## config.mk

```make
export PLATFORM = sky130hd
export DESIGN_NAME = ttt_computer_player
export DESIGN_NICKNAME = d
export VERILOG_FILES = /design/src/rtl/ttt_pkg.sv /design/src/rtl/ttt_computer_player_lfsr.sv /design/src/rtl/ttt_computer_player.sv
export SDC_FILE = /design/constraint.sdc
export NUM_CORES = 1
export LEC_CHECK = 0
export ABC_AREA = 1
export BUFFER_PORTS_ARGS = -buffer_cell sky130_fd_sc_hd__buf_2
export CAP_MARGIN = 25
export CELL_PAD_IN_SITES_DETAIL_PLACEMENT = 0
export CELL_PAD_IN_SITES_GLOBAL_PLACEMENT = 2
export CORE_MARGIN = 1
export CORE_UTILIZATION = 37
export CTS_BUF_LIST = sky130_fd_sc_hd__clkbuf_4
export CTS_CLUSTER_DIAMETER = 120
export DETAILED_ROUTE_END_ITERATION = 8
export PLACE_DENSITY = 0.95
export RECOVER_POWER = 100
export SLEW_MARGIN = 10
export SYNTH_ARGS = -nofsm -noshare
export SYNTH_HDL_FRONTEND = slang
export SYNTH_SLANG_ARGS = --single-unit
```

## constraint.sdc

```tcl
create_clock -name clock -period 10.1 [get_ports clock]
set_clock_uncertainty 0.2 [all_clocks]
set_input_delay 0.505 -clock clock [delete_from_list [all_inputs] [get_ports clock]]
set_output_delay 0.505 -clock clock [all_outputs]
set_load 0.01 [all_outputs]
```

## src/rtl/ttt_pkg.sv

```systemverilog
// ttt_pkg: shared cell codes, board geometry, FSM states and line lookup for the computer player
package ttt_pkg;
   localparam logic [1:0] CELL_EMPTY    = 2'b00;
   localparam logic [1:0] CELL_PLAYER   = 2'b01;
   localparam logic [1:0] CELL_COMPUTER = 2'b10;
   localparam int NUM_CELLS = 16;
   localparam int NUM_LINES = 10;
   typedef enum logic [2:0] {
      S_IDLE,
      S_SCAN_WIN,
      S_SCAN_BLOCK,
      S_SCAN_FREE,
      S_ISSUE,
      S_NO_MOVE
   } state_t;
   // k 0..3 rows {r,m}, 4..7 columns {m,c}, 8 diagonal 5m, 9 anti-diagonal 3+3m == {m,~m}
   function automatic logic [3:0] line_cell(input logic [3:0] k, input logic [1:0] m);
      return (k < 4'd4) ? {k[1:0], m} : (k < 4'd8) ? {m, k[1:0]} : (k == 4'd8) ? {m, m} : {m, ~m};
   endfunction
endpackage

```

## src/rtl/ttt_computer_player_lfsr.sv

```systemverilog
// ttt_lfsr4: 4-bit x^4+x^3+1 LFSR, free-running while reset is high
//   clock : rising-edge clock
//   reset : asynchronous active-low reset, loads seed
//   seed  : nonzero reset value
//   value : current LFSR state, cycles through 1..15
module ttt_lfsr4 (
   input  logic       clock,
   input  logic       reset,
   input  logic [3:0] seed,
   output logic [3:0] value
);
   always_ff @(posedge clock or negedge reset) begin
      if (!reset) value <= seed;
      else value <= {value[2:0], value[3] ^ value[2]};
   end
endmodule

```

## src/rtl/ttt_computer_player.sv

```systemverilog
// ttt_computer_player: picks a 4x4 tic-tac-toe move (win, then block, then free cell) and strobes it to the game
//   clock             : rising-edge clock
//   reset             : asynchronous active-low reset
//   board             : cell i at [2i+1:2i]; 00 empty, 01 player, 10 computer, 11 occupied
//   turn_req          : move request, sampled only while idle
//   game_over         : blocks new moves and aborts scans
//   computer_position : chosen cell, held until the next move
//   pc                : move strobe, high PC_HOLD_CYCLES cycles
//   busy              : high whenever not idle
//   no_move           : one-cycle pulse when the board has no empty cell
// Build option: TTT_CPU_BLOCK_EN enables the blocking-move scan pass.
module ttt_computer_player
   import ttt_pkg::*;
#(
   parameter int         PC_HOLD_CYCLES = 5,
   parameter logic [3:0] LFSR_SEED      = 4'h1
) (
   input  logic        clock,
   input  logic        reset,
   input  logic [31:0] board,
   input  logic        turn_req,
   input  logic        game_over,
   output logic [3:0]  computer_position,
   output logic        pc,
   output logic        busy,
   output logic        no_move
);
   localparam int CW = $clog2(PC_HOLD_CYCLES + 1);
   localparam logic [CW-1:0] HOLD = CW'(PC_HOLD_CYCLES);
`ifdef TTT_CPU_BLOCK_EN
   localparam state_t AFTER_WIN = S_SCAN_BLOCK;
`else
   localparam state_t AFTER_WIN = S_SCAN_FREE;
`endif
   state_t state, state_n;
   logic [3:0] idx, idx_n, start, start_n, tgt, tgt_n, pos_n, lfsr;
   logic [31:0] snap, snap_n;
   logic [CW-1:0] cnt, cnt_n;
   logic pc_n, nm_n;
   logic [1:0] want, cv;
   logic [2:0] n_want, n_empty;
   logic [3:0] hole, lc, free_cell;
   logic line_hit, free_hit;
   ttt_lfsr4 u_lfsr (
      .clock(clock),
      .reset(reset),
      .seed (LFSR_SEED),
      .value(lfsr)
   );
   assign busy = state != S_IDLE;
   // hit needs exactly three of the wanted mark and one empty; hole ends up as that empty cell
   always_comb begin
      want = (state == S_SCAN_WIN) ? CELL_COMPUTER : CELL_PLAYER;
      n_want = '0;
      n_empty = '0;
      hole = '0;
      lc = '0;
      cv = '0;
      for (int m = 0; m < 4; m++) begin
         lc = line_cell(idx, 2'(m));
         cv = snap[{lc, 1'b0} +: 2];
         n_want = n_want + {2'b00, cv == want};
         n_empty = n_empty + {2'b00, cv == CELL_EMPTY};
         hole = (cv == CELL_EMPTY) ? lc : hole;
      end
   end
   assign line_hit  = n_want == 3'd3 && n_empty == 3'd1;
   assign free_cell = start + idx;
   assign free_hit  = snap[{free_cell, 1'b0} +: 2] == CELL_EMPTY;
   always_comb begin
      state_n = state;
      idx_n = idx;
      snap_n = snap;
      start_n = start;
      tgt_n = tgt;
      cnt_n = cnt;
      pos_n = computer_position;
      pc_n = 1'b0;
      nm_n = 1'b0;
      case (state)
         S_IDLE: begin
            if (turn_req && !game_over) begin
               state_n = S_SCAN_WIN;
               idx_n = '0;
               snap_n = board;
               start_n = lfsr;
            end
         end
         S_SCAN_WIN, S_SCAN_BLOCK: begin
            if (game_over) state_n = S_IDLE;
            else if (line_hit) begin
               tgt_n = hole;
               cnt_n = '0;
               state_n = S_ISSUE;
            end else if (idx == 4'(NUM_LINES - 1)) begin
               idx_n = '0;
               state_n = (state == S_SCAN_WIN) ? AFTER_WIN : S_SCAN_FREE;
            end else idx_n = idx + 4'd1;
         end
         S_SCAN_FREE: begin
            if (game_over) state_n = S_IDLE;
            else if (free_hit) begin
               tgt_n = free_cell;
               cnt_n = '0;
               state_n = S_ISSUE;
            end else if (idx == 4'(NUM_CELLS - 1)) state_n = S_NO_MOVE;
            else idx_n = idx + 4'd1;
         end
         // game_over is deliberately not looked at here so an accepted move is never cut short
         S_ISSUE: begin
            pos_n = tgt;
            pc_n = cnt != HOLD;
            cnt_n = cnt + 1'b1;
            state_n = (cnt == HOLD) ? S_IDLE : S_ISSUE;
         end
         S_NO_MOVE: begin
            nm_n = 1'b1;
            state_n = S_IDLE;
         end
         default: state_n = S_IDLE;
      endcase
   end
   always_ff @(posedge clock or negedge reset) begin
      if (!reset) begin
         state <= S_IDLE;
         idx <= '0;
         snap <= '0;
         start <= '0;
         tgt <= '0;
         cnt <= '0;
         computer_position <= '0;
         pc <= 1'b0;
         no_move <= 1'b0;
      end else begin
         state <= state_n;
         idx <= idx_n;
         snap <= snap_n;
         start <= start_n;
         tgt <= tgt_n;
         cnt <= cnt_n;
         computer_position <= pos_n;
         pc <= pc_n;
         no_move <= nm_n;
      end
   end
endmodule

```

Word level (Yosys, flattened, before mapping)
Cells that the tools add are included.
{"block": "word_totals", "regBits": 60, "out_inout_bits": 7, "in_bits": 36}
{"block": "classes", "shifts": 5, "n_addsub": 9, "reduce_logical": 19, "muxes": 46, "eq_ne": 26, "bitwise": 1, "order_cmp": 2}
{"operator": "$shiftx 32x6->2", "count": 5}
{"operator": "$mux 4", "count": 19}
{"operator": "$mux 3", "count": 12}
{"operator": "$mux 2", "count": 9}
{"operator": "$ne 2x2->1 const B", "count": 8}
{"operator": "$eq 4x4->1 const B", "count": 3}
{"operator": "$pmux 3 s4", "count": 1}
{"operator": "$pmux 4 s3", "count": 1}
{"operator": "$logic_not 2->1", "count": 5}
{"operator": "$reduce_and 5->1", "count": 2}
{"operator": "$eq 3x2->1 const B", "count": 3}
{"operator": "$eq 3x3->1 const B", "count": 3}
{"operator": "$pmux 3 s3", "count": 1}
{"operator": "$reduce_bool 3->1", "count": 3}
{"operator": "$eq 2x2->1", "count": 4}
{"operator": "$ne 4x4->1 const B", "count": 2}
{"operator": "$pmux 4 s2", "count": 1}
{"operator": "$reduce_and 7->1", "count": 1}
{"operator": "$add 2x1->3", "count": 2}
{"operator": "$add 3x1->3", "count": 2}
{"operator": "$eq 3x1->1 const B", "count": 2}
{"operator": "$add 1x1->2", "count": 2}
{"operator": "$add 4x1->4 const B", "count": 1}
{"operator": "$add 4x4->4", "count": 1}
{"operator": "other kinds (13)", "count": 15}

Depth between registers and ports, before layout
Gate-level depths: netlist of the first run.
{"block": "depth", "word_depth": 14, "depth_mapped": 26}

Worst setup path before layout of the first run
OpenSTA, ideal clock, no wires.
{"block": "synth_timing", "kind": "flip-flop to flip-flop", "start": "register idx[0]", "end": "register tgt[3]", "arrival_ns": 4.028, "stages_incl_launch_ff": 22, "setup_ns": 0.124, "t_required_ns": 9.776, "slack_ns": 5.748, "path_buffers": 1, "cell_sequence": "dfrtp_1 inv_2 ha_1 nand3_4 o21ai_1 buf_2 nand3_1 a21oi_1 nand2_1 nand2_1 nor2_4 a211oi_1 fa_1 ha_1 ha_1 nand4_1 nor3_1 nor2_1 a211oi_1 nand3_1 a21oi_1 a21oi_1"}
{"block": "synth_between", "elab_chain_len": 13, "word_cells_on_any_way": 51, "classes_between": "add/sub: 7; order compare: 2; eq/ne: 9; shift: 5; mux: 21; reduce/logical: 7"}
{"item": "start, declared", "line_no": "ttt_computer_player.sv:36", "rtl": "logic [3:0] idx, idx_n, start, start_n, tgt, tgt_n, pos_n, lfsr;"}
{"item": "start signal, assigned", "line_no": "ttt_computer_player.sv:136", "rtl": "idx <= idx_n;"}
{"item": "parallel branches: the longest is 13 deep, another holds $lt 4x4->1"}
{"item": "end signal, assigned", "line_no": "ttt_computer_player.sv:139", "rtl": "tgt <= tgt_n;"}
{"item": "end, declared", "line_no": "ttt_computer_player.sv:36"}
Parallel ways; which one is timed is not known. The select of a mux whose other input is x is not followed.
A chain may end at the register's enable or synchronous reset.

Final worst setup path of the first run
{"block": "layout_timing", "start": "register idx[0]", "end": "register tgt[2]"}
The elaborated chain is that of the path after synthesis.

==> results.sh, run 1 <==
export IMPL_endpoint="tgt[2]"
export IMPL_arrival_ns=6.51
export IMPL_firstDrtPassIters=5
export IMPL_cap_violations=2
export IMPL_r2r_setup_slack_ns=3.75
export IMPL_rsz0062_at_grt="false"
export IMPL_drtIter0Drc=410
export IMPL_p_leak_uw=0.00242
export IMPL_reg2regPathDepth=23
export IMPL_final_cell_area_sq_um=4630
export IMPL_cts_buffers=9
export IMPL_violations="capacitance limit, slew limit"
export IMPL_vias=4199
export IMPL_crit_chain="inv_1, ha_1, nand3_1, nand2_1, o21ai_0, o21ai_0, nand3_1, nand2_1, inv_1, nand2_1, o21ai_0, a21oi_1, fa_1, ha_1, ha_1, nand4_1, nor3_1, nor2_1, a211oi_1, nand3_1, a21oi_1, nand2_1, nand2_1"
export IMPL_grt_pass1_vias=4071
export IMPL_synth_seq_cells=60
export IMPL_ctsResizeCount=0
export IMPL_cts_hold_buf=0
export IMPL_drive_gt1_share_pct=10.2
export IMPL_finalSetupViolCount=0
export IMPL_grt_first_pass_wirelength_mm=20.8
export IMPL_final_common_cell="nand2_1"
export IMPL_drt_wl_total_mm=12.6
export IMPL_synth_top_family_by_area="simple AND/OR/NAND/NOR gates"
export IMPL_slew_headroom_pct=-121
export IMPL_grt_start_max_net_pins=69
export IMPL_nets=700
export IMPL_hpwl_mm=9.40
export IMPL_drcViolationCount=0
export IMPL_swShare_pct=53.6
export IMPL_vias_per_cell=5.29
export IMPL_crit_top_cell="nand2_1"
export IMPL_rows=38
export IMPL_avgSynthCellArea_sq_um=6.79
export IMPL_die_h_microns=108
export IMPL_synthSimpleGateAreaFrac_pct=33.9
export IMPL_min_period_ns=6.35
export IMPL_synth_xor_area_share_pct=1.26
export IMPL_path_clk_slew_ns=0.12
export IMPL_htreeDepth=3
export IMPL_synth_compound_area_share_pct=14.7
export IMPL_final_max_slew_viol_count=130
export IMPL_synthFlopType="dfrtp_1"
export IMPL_diodes=0
export IMPL_syn_inst=614
export IMPL_p_switching_uw=994
export IMPL_gp_congestion=0.845
export IMPL_ir_drop_mv=0.134
export IMPL_cts_tree="built"
export IMPL_wl_per_cell_microns=15.8
export IMPL_slowest_stage="nand2_1"
export IMPL_grt_total_usage_pct=23.5
export IMPL_r2r_start="idx[0]"
export IMPL_crit_fanout=28
export IMPL_overflow=0
export IMPL_p_comb_share_pct=67.1
export IMPL_die_width_microns=108
export IMPL_path_class="flip-flop to flip-flop"
export IMPL_ant_nets=0
export IMPL_yosysUniqueCellTypes=34
export IMPL_final_cell_mix="nand2_1 (175), nand3_1 (104), o21ai_0 (71)"
export IMPL_r2r_end="tgt[2]"
export IMPL_power_share_sequential_pct=21.0
export IMPL_root_buffer="clkbuf_4"
export IMPL_power_density_nw_per_um2=400
export IMPL_syn_area_sq_um=4170
export IMPL_ys_seq_area_share_pct=36.0
export IMPL_startpoint="idx[0]"
export IMPL_fmax_mhz=158
export IMPL_hold_class="primary input to flip-flop"
export IMPL_clock_sinks=60
export IMPL_io_pins=43
export IMPL_worst_slew_pin_slew_ns=3.31
export IMPL_outcome="complete, but fails checks"
export IMPL_coreArea_sq_um=10900
export IMPL_critPathMaxStageDelay_ns=0.93
export IMPL_dieArea_sq_um=11700
export IMPL_period_share_pct=62.9
export IMPL_clk_path_buf_depth=2
export IMPL_synth_fa_ha_area_share_pct=5.04
export IMPL_grt_antenna_before_repair=0
export IMPL_clkPwrFrac_pct=11.9
export IMPL_synth_edf_count=0
export IMPL_initial_utilization_pct=38.3
export IMPL_async_flop_share_pct=100
export IMPL_cp_required_ns=10.26
export IMPL_post_cts_setup_buffers=0
export IMPL_place_area_sq_um=4480
export IMPL_syn2layout_area_growth_pct=11.0
export IMPL_numPortBuffers=42
export IMPL_critPathLaunchType="flip-flop"
export IMPL_ys_warn_count=0
export IMPL_worstSetupEndpointType="flip-flop"
export IMPL_clock_latency_ns=0.43
export IMPL_p_int_uw=858
export IMPL_syn_num_nets=665
export IMPL_synth_mux_area_share_pct=0
export IMPL_n_fill_cell=1178
export IMPL_hold_viol_final=0
export IMPL_fin_setup_tns_ns=0
[metal layers]
metal	share of wire (%)	up-vias	GRT usage [%]
met5	0	-	0
met4	2.2	0	9.10
met3	4.8	22	3.98
met2	42	137	34.3
met1	51	1951	34.2
li1	-	2089	-
[flip-flops by register name, summed over array words and instances (netlist names)]
signal / flops
snap: 32
computer_position: 4
idx: 4
start: 4
tgt: 4
u_lfsr.value: 4
cnt: 3
state: 3
no_move: 1
pc: 1
[through the flow]
stage	total power (uW)	utilization [%]	cells	hold slack [ns]	worst slack, ns
final	1850	42.5	794	0.0691	3.75
after global placement	1620	41.1	777	0.160	4.32
after floorplan	1300	-	614	0.00941	5.75
after global routing	2060	42.5	794	0.0623	3.03
after detailed placement	1630	41.2	778	0.169	4.60
after CTS	1860	42.8	794	0.0411	4.56
[cell families after synthesis]
| group | count (synthesis) |
|---|---|
| adders and majority gates | 15 |
| DFF | 60 |
| and+or+nand+nor | 322 |
| AOI/OAI and AO/OA | 116 |
| xor gates and xnor gates | 6 |
| buffers and inverters | 95 |
[synth_stat cells (4+ instances only)]
library cell / n / share of area, %
nand2_1: 174 / 16
nand3_1: 103 / 12
o21ai_0: 71 / 8.5
inv_1: 64 / 5.8
dfrtp_1: 59 / 35
a21oi_1: 26 / 3.1
nor2_1: 26 / 2.3
ha_1: 12 / 3.6
buf_2: 11 / 1.3
clkbuf_1: 9 / 0.81
inv_2: 7 / 0.63
o21ai_1: 6 / 0.72
nand4_1: 5 / 0.75
xor2_1: 4 / 0.84
[power groups by stage]
| stage | registers [uW] | clock network [uW] | logic [uW] |
|---|---|---|---|
| final | 388 | 221 | 1240 |
| after global routing | 400 | 236 | 1430 |
| after CTS | 387 | 227 | 1240 |
| after detailed placement | 393 | 0 | 1240 |
| after global placement | 390 | 0 | 1230 |
| after floorplan | 379 | 0 | 920 |
[layout make-up]
type / count / area [sq um] / area share (%)
repair buffers: 46 / 228 / 4.92
multi-input cells: 459 / 2270 / 49.1
inverters: 73 / 274 / 5.92
clock inverters: 6 / 103 / 2.22
flip-flops and latches: 60 / 1500 / 32.5
clock buffers: 10 / 75.1 / 1.62
well taps: 140 / 175 / 3.79
[critical path, delay by kind of cell (launching register included)]
| family | cells | cell delay [ns] |
|---|---|---|
| and+or+nand+nor | 11 | 2.96 |
| buffers and inverters | 2 | 0.32 |
| AOI/OAI and AO/OA | 6 | 1.18 |
| adders and majority gates | 4 | 1.12 |
| DFF | 1 | 0.50 |
[how the worst min path moves through the flow]
stage                    start  depth (start not counted)         endpoint
2_1_floorplan            reset                          0           cnt[0]
3_3_place_gp   u_lfsr.value[1]                          0  u_lfsr.value[2]
3_5_place_dp   u_lfsr.value[1]                          0  u_lfsr.value[2]
4_1_cts                  reset                          2          snap[4]
5_1_grt               board[6]                          3          snap[6]
6_report              board[5]                          3          snap[5]
(Power assumes the default switching activity.)
==> run 2: changes to the inputs <==
--- a/config.mk
+++ b/config.mk
@@ -5,17 +5,17 @@
 export SDC_FILE = /design/constraint.sdc
 export NUM_CORES = 1
 export LEC_CHECK = 0
-export ABC_AREA = 1
+export ABC_AREA = 0
 export BUFFER_PORTS_ARGS = -buffer_cell sky130_fd_sc_hd__buf_2
 export CAP_MARGIN = 25
 export CELL_PAD_IN_SITES_DETAIL_PLACEMENT = 0
 export CELL_PAD_IN_SITES_GLOBAL_PLACEMENT = 2
 export CORE_MARGIN = 1
-export CORE_UTILIZATION = 37
+export CORE_UTILIZATION = 39
 export CTS_BUF_LIST = sky130_fd_sc_hd__clkbuf_4
 export CTS_CLUSTER_DIAMETER = 120
 export DETAILED_ROUTE_END_ITERATION = 8
-export PLACE_DENSITY = 0.95
+export PLACE_DENSITY = 0.92
 export RECOVER_POWER = 100
 export SLEW_MARGIN = 10
 export SYNTH_ARGS = -nofsm -noshare
==> constraint.sdc (replaced) <==
create_clock -name clock -period 6.09 [get_ports clock]
set_clock_uncertainty 0.2 [all_clocks]
set_input_delay 0.3045 -clock clock [delete_from_list [all_inputs] [get_ports clock]]
set_output_delay 0.3045 -clock clock [all_outputs]
set_load 0.01 [all_outputs]
==> results.sh, run 2 <==
export IMPL_synthFlopType="dfrtp_1"
export IMPL_rows=35
export IMPL_clock_latency_ns=0.42
export IMPL_syn_num_nets=429
export IMPL_diodes=0
export IMPL_wl_per_cell_microns=17.3
export IMPL_worstSetupEndpointType="flip-flop"
export IMPL_htreeDepth=3
export IMPL_drt_wl_total_mm=10.1
export IMPL_final_common_cell="dfrtp_1"
export IMPL_cts_tree="built"
export IMPL_grt_start_max_net_pins=61
export IMPL_io_pins=43
export IMPL_fin_setup_tns_ns=0
export IMPL_r2r_end="tgt[0]"
export IMPL_drtIter0Drc=323
export IMPL_avgSynthCellArea_sq_um=10.2
export IMPL_grt_pass1_vias=3284
export IMPL_initial_utilization_pct=41.1
export IMPL_p_leak_uw=0.00203
export IMPL_die_h_microns=102
export IMPL_r2r_setup_slack_ns=0.73
export IMPL_multi_input_area_sq_um=2210
export IMPL_cap_violations=2
export IMPL_syn2layout_area_growth_pct=19.4
export IMPL_highest_layer="met4"
export IMPL_synth_area_leaders="dfrtp_1 (38%), mux2_2 (12%), ha_1 (3.9%)"
export IMPL_coreArea_sq_um=9420
export IMPL_final_cell_mix="dfrtp_1 (59), mux2_2 (40), buf_2 (35)"
export IMPL_root_buffer="clkbuf_4"
export IMPL_min_period_ns=5.36
export IMPL_regArea_sq_um=1500
export IMPL_finalSetupViolCount=0
export IMPL_critPathMaxStageDelay_ns=0.85
export IMPL_ys_warn_count=0
export IMPL_syn_area_sq_um=3870
export IMPL_dieArea_sq_um=10300
export IMPL_synth_seq_cells=60
export IMPL_async_flop_share_pct=100
export IMPL_n_fill_cell=886
export IMPL_r2r_start="idx[2]"
export IMPL_crit_fanout=19
export IMPL_clock_sinks=60
export IMPL_grt_antenna_before_repair=0
export IMPL_timing_hold_ws_ns=0.0794
export IMPL_crit_top_cell="ha_1"
export IMPL_rsz0062_at_grt="false"
export IMPL_critPathLaunchType="flip-flop"
export IMPL_synth_most_common_cell="dfrtp_1"
export IMPL_ant_nets=0
export IMPL_drive_gt1_share_pct=26.6
export IMPL_slowest_stage="dfrtp_1"
export IMPL_hold_depth=4
export IMPL_wl_met2_mm=4.84
export IMPL_ir_drop_mv=0.239
export IMPL_m1WireLength_mm=4.64
export IMPL_cts_hold_buf=33
export IMPL_grt_total_usage_pct=21.7
export IMPL_vias=3250
export IMPL_crit_chain="and2b_1, nor2_4, mux2i_1, nor2_1, o31ai_1, or3_1, nand2_1, fa_1, ha_1, ha_1, nand4b_1, nor3_1, and2_0, o21ai_0, a21oi_1, clkbuf_1, nor3b_1, a311oi_1"
export IMPL_outcome="complete, but fails checks"
export IMPL_min_to="state[2]"
export IMPL_nets=501
export IMPL_grt_first_pass_wirelength_mm=16.8
export IMPL_synth_top_area_share_pct=38.2
export IMPL_cp_required_ns=6.21
export IMPL_vias_per_cell=5.57
export IMPL_slew_headroom_pct=-107
export IMPL_synth_edf_count=0
export IMPL_worst_slew_pin_slew_ns=3.10
export IMPL_cts_buffers=9
export IMPL_drcViolationCount=0
export IMPL_path_clk_slew_ns=0.12
export IMPL_gp_congestion=0.923
export IMPL_min_delay_start="game_over"
export IMPL_ctsResizeCount=0
export IMPL_power_density_nw_per_um2=615
export IMPL_reg2regPathDepth=18
export IMPL_largest_reg_flops=32
export IMPL_crit_buf_inv=1
export IMPL_yosysUniqueCellTypes=76
export IMPL_final_max_slew_viol_count=98
export IMPL_hold_viol_final=0
export IMPL_syn_inst=378
export IMPL_hold_class="primary input to flip-flop"
export IMPL_firstDrtPassIters=5
export IMPL_violations="capacitance limit, slew limit"
export IMPL_fmax_mhz=186
export IMPL_hpwl_mm=7.11
export IMPL_die_width_microns=102
export IMPL_overflow=0
export IMPL_regMostFlops="snap"
export IMPL_ys_top_cells_by_count="dfrtp_1 (59), mux2_2 (40), nor2_1 (31)"
export IMPL_path_class="flip-flop to flip-flop"
export IMPL_clk_path_buf_depth=2
export IMPL_period_share_pct=88.1
export IMPL_post_cts_setup_buffers=0
export IMPL_numPortBuffers=42
export IMPL_yosysTopAreaCell="dfrtp_1"
export IMPL_cpLargestDelayFamily="simple AND/OR/NAND/NOR gates"
export IMPL_wl_met3_microns=445
export IMPL_ys_seq_area_share_pct=38.8
export IMPL_arrival_ns=5.48
[run 2: cell count changes after synthesis, moves of 6 or more]
cell     delta
o21ai_0    -52
inv_2       -6
nor3_1     +10
mux2i_1    +11
nand2_1   -151
inv_1      -56
mux2_2     +40
nand3_1    -97
buf_2       -8
[run 2: final cells by class]
cell class / instances / area share, %
multi-input combinational: 289 / 47.7
sequential: 60 / 32.5
timing repair buffer: 81 / 12.3
tap: 129 / 3.49
clock buffer: 10 / 1.62
clock inverter: 6 / 1.57
inverter: 9 / 0.731
[run 2: worst max-delay path by stage]
stage	from	end	slack, ns	cells past startpoint
after global routing	idx[2]	tgt[2]	0.35	18
final	idx[2]	tgt[0]	0.73	18
after CTS	idx[2]	idx[3]	0.99	19
after detailed placement	idx[2]	idx[3]	1.02	19
after global placement	idx[2]	idx[3]	1.10	18
after floorplan	idx[0]	idx[3]	1.41	22
[run 2: kinds of logic after synthesis]
family                   share of synthesized area [%]
buffers and inverters                             3.98
multiplexers                                      16.7
flip-flops                                        38.8
AO/OA/AOI/OAI                                     18.0
XOR/XNOR                                          1.81
AND/OR/NAND/NOR                                   14.7
adder cells (fa/ha/maj)                           5.95
[run 2: per-layer routing]
| metal | track usage (%) | vias up |
|---|---|---|
| met5 | 0 | - |
| met4 | 8.36 | 0 |
| met3 | 3.80 | 18 |
| met2 | 35.1 | 112 |
| met1 | 29.0 | 1589 |
| li1 | - | 1531 |
[run 2: report_power, final]
| part | leakage (uW) | internal, uW | switching [uW] |
|---|---|---|---|
| Combinational | 0.00121 | 771 | 997 |
| Clock | 0.0000772 | 133 | 168 |
| Sequential | 0.000746 | 558 | 213 |
| Total | 0.00203 | 1460 | 1380 |
[run 2: through the flow]
| stage | utilization, % | setup WS (ns) | cell area (sq um) | power (uW) | std cells |
|---|---|---|---|---|---|
| global placement | 44.2 | 1.10 | 4170 | 2510 | 535 |
| finish | 49.1 | 0.726 | 4620 | 2840 | 584 |
| global route | 49.1 | 0.354 | 4620 | 3100 | 584 |
| floorplan | - | 1.41 | 3870 | 2090 | 378 |
| CTS | 49.3 | 0.985 | 4640 | 2840 | 584 |
| detailed placement | 44.2 | 1.02 | 4170 | 2510 | 535 |
[run 2: worst min-delay path, cell delays in order]
cell and delay [ns]:
buf_2 0.10, nor2_1 0.08, a21oi_1 0.14, nor2b_1 0.05
==> run 3: changes to the inputs <==
--- a/config.mk
+++ b/config.mk
@@ -15,6 +15,7 @@
 export CTS_BUF_LIST = sky130_fd_sc_hd__clkbuf_4
 export CTS_CLUSTER_DIAMETER = 120
 export DETAILED_ROUTE_END_ITERATION = 8
+export MAX_ROUTING_LAYER = met4
 export PLACE_DENSITY = 0.92
 export RECOVER_POWER = 100
 export SLEW_MARGIN = 10
==> results.sh, run 3 (synthesized netlist as in run 2, its figures left out) <==
export IMPL_outcome="complete, but fails checks"
export IMPL_violations="capacitance limit, slew limit"
export IMPL_hpwl_mm=7.23
export IMPL_root_buffer="clkbuf_4"
export IMPL_io_pins=43
export IMPL_regMostFlops="snap"
export IMPL_grt_antenna_before_repair=0
export IMPL_overflow=0
export IMPL_rsz0062_at_grt="false"
export IMPL_hold_class="primary input to flip-flop"
export IMPL_power_density_nw_per_um2=616
export IMPL_numPortBuffers=42
export IMPL_vias_per_cell=5.59
export IMPL_worstSetupEndpointType="flip-flop"
export IMPL_clk_path_buf_depth=2
export IMPL_vias=3270
export IMPL_final_max_slew_viol_count=98
export IMPL_fin_setup_tns_ns=0
export IMPL_drcViolationCount=0
export IMPL_drt_wl_total_mm=10.3
export IMPL_syn2layout_area_growth_pct=19.6
export IMPL_htreeDepth=3
export IMPL_grt_pass1_vias=3264
export IMPL_fmax_mhz=186
export IMPL_initial_utilization_pct=41.1
export IMPL_nets=502
export IMPL_final_common_cell="dfrtp_1"
export IMPL_cap_violations=2
export IMPL_post_cts_setup_buffers=0
export IMPL_crit_top_cell="ha_1"
export IMPL_coreArea_sq_um=9420
export IMPL_largest_reg_flops=32
export IMPL_path_class="flip-flop to flip-flop"
export IMPL_diodes=0
export IMPL_p_total_uw=2850
export IMPL_crit_chain="and2b_1, nor2_4, mux2i_1, nor2_1, o31ai_1, or3_1, nand2_1, fa_1, ha_1, ha_1, nand4b_1, nor3_1, and2_0, o21ai_0, a21oi_1, clkbuf_1, nand2b_1, o311ai_0"
export IMPL_clock_sinks=60
export IMPL_grt_total_usage_pct=22.5
export IMPL_hold_viol_final=0
export IMPL_clock_latency_ns=0.42
export IMPL_firstDrtPassIters=5
export IMPL_drive_gt1_share_pct=26.8
export IMPL_crit_fanout=18
export IMPL_r2r_setup_slack_ns=0.72
export IMPL_finalSetupViolCount=0
export IMPL_arrival_ns=5.44
export IMPL_final_cell_mix="dfrtp_1 (59), mux2_2 (39), buf_2 (35)"
export IMPL_cp_required_ns=6.16
export IMPL_worst_slew_pin_slew_ns=3.20
export IMPL_grt_first_pass_wirelength_mm=16.8
export IMPL_die_h_microns=102
export IMPL_critPathMaxStageDelay_ns=0.84
export IMPL_path_clk_slew_ns=0.12
export IMPL_critPathLaunchType="flip-flop"
export IMPL_slowest_stage="dfrtp_1"
export IMPL_min_period_ns=5.37
export IMPL_drtIter0Drc=259
export IMPL_cts_tree="built"
export IMPL_p_leak_uw=0.00203
export IMPL_rows=35
export IMPL_cts_buffers=9
export IMPL_wl_per_cell_microns=17.5
export IMPL_period_share_pct=88.1
export IMPL_n_fill_cell=880
export IMPL_dieArea_sq_um=10300
export IMPL_grt_start_max_net_pins=61
export IMPL_die_width_microns=102
export IMPL_gp_congestion=0.943
export IMPL_slew_headroom_pct=-113
export IMPL_ant_nets=0
export IMPL_ir_drop_mv=0.227
-- run 3: through the flow --
step           setup WS (ns)  hold slack (ns)  std cells  util (%)  instance area (sq um)
2_1_floorplan           1.41           -0.191        378         -                   3870
3_3_place_gp            1.11            0.158        536      44.3                   4170
3_5_place_dp            1.05            0.167        536      44.3                   4170
4_1_cts                 1.03           0.0631        585      49.4                   4650
5_1_grt                0.355           0.0861        585      49.2                   4630
6_report               0.724           0.0737        585      49.2                   4630
-- run 3: final cells by class --
type / instances / area [sq um] / area share (%)
Clock inverter: 6 / 72.6 / 1.57
Tap cell: 129 / 161 / 3.49
Clock buffer: 10 / 75.1 / 1.62
Multi-Input combinational cell: 289 / 2210 / 47.7
Sequential cell: 60 / 1500 / 32.5
Inverter: 9 / 33.8 / 0.730
Timing Repair Buffer: 82 / 577 / 12.5
-- run 3: timing repair --
item | in CTS | in global routing
hold endpoints to repair | 91 | 0
gates resized for setup | 0 | 0
hold buffers | 33 | 0
-- run 3: layer usage --
metal | vias up | track usage (%) | routed length (microns)
met5 | - | - | 0
met4 | 0 | 9.03 | 305
met3 | 28 | 4.55 | 661
met2 | 140 | 34.8 | 4790
met1 | 1566 | 28.9 | 4500
li1 | 1536 | - | -
-- run 3: worst paths after layout --
path	cells past startpoint	to	startpoint
setup / recovery	18	tgt[2]	idx[2]
hold / removal	4	state[2]	game_over
setup reg to reg	18	tgt[2]	idx[2]
hold reg to reg	0	u_lfsr.value[2]	u_lfsr.value[1]
max in group asynchronous	3	cnt[2]	reset
min in group asynchronous	3	snap[11]	reset
-- run 3: power breakdown --
| part | leakage (uW) | internal [uW] | switching, uW | total [uW] |
|---|---|---|---|---|
| Clock | 0.0000772 | 133 | 164 | 297 |
| Sequential | 0.000746 | 558 | 202 | 760 |
| Combinational | 0.00121 | 777 | 1020 | 1790 |
| Total | 0.00203 | 1470 | 1380 | 2850 |
-- run 3: worst max-delay path, delay by kind of cell, from the launching register on --
family	cells	cell delay (ns)
flops	1	0.84
mux	1	0.33
compound gates	4	0.73
buf+inv	1	0.37
fa+ha+maj	3	0.97
simple gates	9	1.78
